$ cat config.mk
export PLATFORM = sky130hd
export DESIGN_NAME = dds_phase_gen
export DESIGN_NICKNAME = d
export VERILOG_FILES = /design/src/rtl/dds_phase_gen.sv
export SDC_FILE = /design/constraint.sdc
export NUM_CORES = 1
export LEC_CHECK = 0
export ABC_AREA = 1
export CORE_MARGIN = 2
export CORE_UTILIZATION = 52
export CTS_CLUSTER_SIZE = 40
export DETAILED_ROUTE_END_ITERATION = 10
export PLACE_DENSITY = 0.83
export SETUP_SLACK_MARGIN = 0.1
export SYNTH_ARGS = -nofsm -noshare
export SYNTH_HDL_FRONTEND = slang
export SYNTH_SLANG_ARGS = --single-unit
$ cat constraint.sdc
create_clock -name clk_i -period 2.1 [get_ports clk_i]
set_clock_uncertainty 0.1 [all_clocks]
set_input_delay 0.21 -clock clk_i [delete_from_list [all_inputs] [get_ports clk_i]]
set_output_delay 0.21 -clock clk_i [all_outputs]
set_load 0.005 [all_outputs]
$ cat src/rtl/dds_phase_gen.sv
// Phase-sequence generator feeding the DDS core: phase accumulator driven by a
// constant or stepped (chirp) tuning word, single-shot or continuously repeating.
module dds_phase_gen #(
  parameter int PHASE_W = 25,
  parameter int CNT_W   = 16
) (
  input  logic                      clk_i,
  input  logic                      rst_n_i,
  input  logic                      start_i,
  input  logic                      stop_i,
  input  logic                      mode_i,
  input  logic        [PHASE_W-1:0] ftw_start_i,
  input  logic signed [PHASE_W-1:0] ftw_step_i,
  input  logic        [CNT_W-1:0]   sweep_len_i,
  input  logic        [CNT_W-1:0]   dwell_i,
  input  logic        [PHASE_W-1:0] phase_off_i,
  output logic        [PHASE_W-1:0] phase_o,
  output logic                      phase_valid_o,
  output logic                      busy_o,
  output logic                      sweep_done_o
);

  typedef enum logic {S_IDLE = 1'b0, S_RUN = 1'b1} state_t;

  state_t                      r_state;
  state_t                      w_state_nxt;

  logic                        r_mode;
  logic        [PHASE_W-1:0]   r_ftw_start;
  logic signed [PHASE_W-1:0]   r_ftw_step;
  logic        [CNT_W-1:0]     r_len;
  logic        [CNT_W-1:0]     r_dwell_m1;

  logic        [PHASE_W-1:0]   r_ftw;
  logic        [PHASE_W-1:0]   r_phase;
  logic        [CNT_W-1:0]     r_dcnt;
  logic        [CNT_W-1:0]     r_scnt;

  logic                        w_start;
  logic                        w_seg_end;
  logic                        w_sweep_end;
  logic                        w_advance;

  assign w_start     = (r_state == S_IDLE) && start_i && !stop_i;
  assign w_seg_end   = (r_dcnt == r_dwell_m1);
  assign w_sweep_end = w_seg_end && (r_scnt == r_len);
  // Phase only advances while the next sample will also be presented, so
  // phase_o holds its last value when the run ends or is aborted.
  assign w_advance   = (r_state == S_RUN) && (w_state_nxt == S_RUN);

  always_ff @(posedge clk_i or negedge rst_n_i) begin
    if (!rst_n_i) begin
      r_state <= S_IDLE;
    end else begin
      r_state <= w_state_nxt;
    end
  end

  always_comb begin
    w_state_nxt = r_state;
    case (r_state)
      S_IDLE: begin
        if (start_i && !stop_i) w_state_nxt = S_RUN;
      end
      S_RUN: begin
        if (stop_i) begin
          w_state_nxt = S_IDLE;
        end else if (w_sweep_end && (r_len != '0) && !r_mode) begin
          w_state_nxt = S_IDLE;
        end
      end
      default: w_state_nxt = S_IDLE;
    endcase
  end

  always_comb begin
    busy_o        = 1'b0;
    phase_valid_o = 1'b0;
    sweep_done_o  = 1'b0;
    if (r_state == S_RUN) begin
      busy_o        = 1'b1;
      phase_valid_o = 1'b1;
      sweep_done_o  = w_sweep_end && (r_len != '0);
    end
  end

  assign phase_o = r_phase;

  always_ff @(posedge clk_i or negedge rst_n_i) begin
    if (!rst_n_i) begin
      r_mode      <= 1'b0;
      r_ftw_start <= '0;
      r_ftw_step  <= '0;
      r_len       <= '0;
      r_dwell_m1  <= '0;
      r_ftw       <= '0;
      r_phase     <= '0;
      r_dcnt      <= '0;
      r_scnt      <= '0;
    end else if (w_start) begin
      r_mode      <= mode_i;
      r_ftw_start <= ftw_start_i;
      r_ftw_step  <= ftw_step_i;
      r_len       <= sweep_len_i;
      r_dwell_m1  <= (dwell_i == '0) ? '0 : dwell_i - 1'b1;
      r_ftw       <= ftw_start_i;
      r_phase     <= phase_off_i;
      r_dcnt      <= '0;
      r_scnt      <= '0;
    end else if (w_advance) begin
      r_phase <= r_phase + r_ftw;
      if (w_seg_end) begin
        r_dcnt <= '0;
        // Sweep boundary reloads the FTW but never touches the accumulator.
        if (r_scnt == r_len) begin
          r_scnt <= '0;
          r_ftw  <= r_ftw_start;
        end else begin
          r_scnt <= r_scnt + 1'b1;
          r_ftw  <= r_ftw + $unsigned(r_ftw_step);
        end
      end else begin
        r_dcnt <= r_dcnt + 1'b1;
      end
    end
  end

endmodule

==> results by group <==
Min path
  • Hold WC Path Type: input port to asynchronous set/reset pin

Global route
  • Gr usage total: 31.9%
  • Vias in the first global route: 12700
  • Largest net degree at the start of global routing: 67
  • First-pass GRT wire length: 61.8 mm
  • Initial antenna violation count: 0
  • Total congestion overflow: 0

Synthesis
  • Avg Inst Size Synth: 6.54 um^2
  • Area leader, netlist: dfrtp_1
  • Synth Register Bits: 166
  • Main synth FF type: dfrtp_1
  • Post-Syn Area: 12000 um^2
  • Largest family of logic cells by synthesized area: simple AND/OR/NAND/NOR gates
  • Compound-cell area share of the yosys netlist: 7.17%
  • Commonest cells post-synth: nand2_1, inv_1, dfrtp_1, nand3_1, nor2_1
  • Sequential-to-total area share from yosys stat: 34.7%
  • Synth warn: 0
  • Post-synthesis xor/xnor area fraction: 4.46%
  • FFs w/ async S/R, synth: 100%
  • Count leader, synth: nand2_1
  • Mux share of post-synthesis cell area: 0%
  • Post-synthesis cell type count: 37
  • Synth Area in Simple Gates: 38.8%
  • Post-Synth Adder-Cell Area: 5.66%
  • Post-Syn Instances: 1830
  • Synth top area share: 34.7%
  • Post-synth EDFFs: 0
  • Top post-synthesis cells by area: dfrtp_1, nand2_1, nand3_1, inv_1, ha_1
  • Syn Nets: 1995

Worst setup path
  • WP depth: 12
  • Crit path buf inv count: 0
  • CP delay by family, top: simple AND/OR/NAND/NOR gates
  • Reg2reg start: phase_o[0]
  • Reg2Reg Setup Slack: -0.15 ns
  • Crit path cell chain: ha_4, fa_2, nand2_2, nand3_2, nand3_2, nand2_2, nand2_1, nand2_2, xnor2_1, o21ai_0, nand2_1, nand2_1
  • Worst EP required: 2.34 ns
  • Cell depth of the worst flop-to-flop path: 12
  • RR Endpoint: phase_o[8]
  • Setup CP Type: flop to flop
  • Setup crit end kind: flop
  • CP peak stage delay: 0.47 ns
  • Top fanout value on the critical path: 4
  • Crit path DAT: 2.50 ns
  • Kind of start point of the critical path: flop
  • Critical-path top delay cell: dfrtp_1

Power and ir drop
  • Max IR drop VDD: 0.682 mV
  • Leakage power: 8.58 nW
  • NetSw: 0.00918 W
  • Sequential share of power: 25.2%
  • Power per Cell Area: 1230 nW/um^2
  • Switching Share: 44.2%
  • Comb pwr share: 59.0%
  • Total power: 0.0208 W
  • Int Pwr: 0.0116 W
  • Clock group share of total power: 15.8%

Routing
  • Post-route DRC: 0
  • Routed WL per cell: 16.9 um
  • Number of routed nets with antenna violations: 0
  • Routed wire length: 41.2 mm
  • Vias per inst: 5.55
  • Detailed Route Iter0 Violations: 1168
  • Via count: 13500
  • Pre-antenna DRT Iters: 7

Timing
  • Final worst-path cycle share: 107%
  • Fmax: 444 MHz
  • Worst hold slack: 0.177 ns
  • RSZ-0062 raised after global routing: true
  • Final Hold Vio Count: 0
  • Rel. slew slack: 65.0%
  • Setup ws final: -0.152 ns
  • Period minus WS final: 2.25 ns
  • Count of final setup violators: 81
  • Pin slew with the least headroom to its limit: 0.520 ns
  • Pins Over Slew Limit: 0

CTS
  • CTS tree: done
  • Clock Tree Buf Depth: 2
  • Clock Tree Root: clkbuf_16
  • CTS Sinks: 166
  • Clk Latency, worst-skew pair: 0.45 ns
  • Worst-path clk slew: 0.08 ns
  • Total CTS buffers: 17
  • H-tree lvl count: 4

Floorplan
  • # rows: 55
  • IO Count: 140
  • Initial Util: 52.9%
  • Width of the die: 156 um
  • Die Span Y: 156 um
  • Die area: 24300 um^2
  • Core area: 22600 um^2

Cells and area
  • Final Util: 74.7%
  • Nets: 2304
  • Non-filler cells, final: 2436
  • Layout cells sized above 1: 21.9%
  • # diodes: 0
  • Area growth, synth to finish: 41.3%

Place
  • HPWL after detailed placement: 27.4 mm
  • Post-Place Cells: 2371
  • IO Port Bufs: 139
  • Final Wtd Congestion: 0.973
  • Pre-CTS WS: -0.140 ns

Outcome
  • Status: finished with violations
  • Violated checks: setup timing

Run
  • # Max-Cap Violations: 0
## metal layers
| metal | GRT usage, % | part of all wire [%] | vias up |
|---|---|---|---|
| met5 | 0 | 0 | - |
| met4 | 14.0 | 4.5 | 0 |
| li1 | - | - | 6414 |
| met3 | 4.58 | 7.4 | 144 |
| met1 | 40.0 | 40 | 6278 |
| met2 | 54.9 | 48 | 694 |
## cell type report
type                    count  area [um^2]
clock buffers              18          429
clock inverters            13          166
fillers                  1630         5720
inverters                 209          787
multi-input cells        1397         7700
flip-flops and latches    166         4170
well taps                 285          357
repair buffers            348         3310
## power groups by stage
stage	Sequential (W)	Clock, W	Combinational (W)
floorplan	0.00472	0	0.00628
global placement	0.00496	0	0.0101
detailed placement	0.00499	0	0.0103
CTS	0.00499	0.00328	0.0108
global route	0.00529	0.00342	0.0134
finish	0.00524	0.00328	0.0122
## cells in the final DEF (no fill, tap or decap), types with 5 or more instances in the layout
master | Yosys | routed
nand4_1 | 23 | 23
clkdlybuf4s50_1 | 0 | 137
buf_6 | 7 | 15
o21ai_2 | 7 | 8
buf_12 | 0 | 13
nand3b_1 | 8 | 8
nand3_1 | 162 | 120
inv_1 | 202 | 195
nor2_1 | 120 | 98
nor2_2 | 1 | 21
nor3_1 | 33 | 28
o21ai_1 | 4 | 9
dfrtp_1 | 166 | 151
o22ai_1 | 12 | 12
xnor2_1 | 18 | 18
buf_4 | 8 | 174
nand2_1 | 749 | 686
or2_2 | 5 | 5
nand3_2 | 7 | 48
clkbuf_16 | 0 | 21
o21ai_0 | 79 | 73
ha_4 | 0 | 26
ha_2 | 0 | 6
ha_1 | 51 | 19
inv_2 | 6 | 13
nand2_4 | 1 | 15
a21oi_2 | 0 | 8
nor3_2 | 0 | 5
dfrtp_2 | 0 | 15
nand2_2 | 3 | 50
a21oi_1 | 50 | 42
xor2_1 | 43 | 43
## repair_timing
| item | CTS | global route |
|---|---|---|
| pin swaps | 15 | 46 |
| hold buffers | 1 | 0 |
| setup endpoints to repair | 84 | 85 |
| endpoints found under the hold margin | 45 | 0 |
| gates cloned | 4 | 4 |
| buffers inserted | 19 | 9 |
| gates resized for setup | 48 | 205 |
## worst max path at each step
stage,start,end
finish,phase_o[0],phase_o[8]
global route,r_dcnt[12],r_ftw[0]
CTS,r_dcnt[11],sweep_done_o
detailed placement,r_ftw[5],phase_o[15]
global placement,r_ftw_step[5],r_ftw[23]
floorplan,phase_o[0],phase_o[14]
## sequential cells by signal (all words and copies together), names as in the netlist
signal / flops
r_ftw: 25
phase_o: 25
r_dwell_m1: 16
r_state: 1
r_scnt: 16
r_ftw_step: 25
r_dcnt: 16
r_len: 16
r_mode: 1
r_ftw_start: 25
## per-stage QoR
stage	instance area (um^2)	setup TNS, ns
after floorplan	12000	0
after global placement	14900	-1.05
after detailed placement	14900	-4.17
after CTS	15900	-7.92
after global routing	16900	-17.30
final	16900	-7.99
## worst reg2reg max path: cells and delay by family, from the launching register on
| family | cells | cell delay [ns] |
|---|---|---|
| xor+xnor | 1 | 0.26 |
| compound gates | 1 | 0.11 |
| simple gates | 8 | 0.63 |
| fa+ha+maj | 2 | 0.58 |
| flops | 1 | 0.47 |
## logic make-up (layout without fill, tap and decap cells)
family / count (synthesis) / in the layout
XOR/XNOR: 61 / 61
AND/OR/NAND/NOR: 1122 / 1123
adder cells (fa/ha/maj): 53 / 53
AO/OA/AOI/OAI: 160 / 160
flip-flops: 166 / 166
buffers and inverters: 268 / 588
No activity file was read; power rests on OpenSTA's default activity.
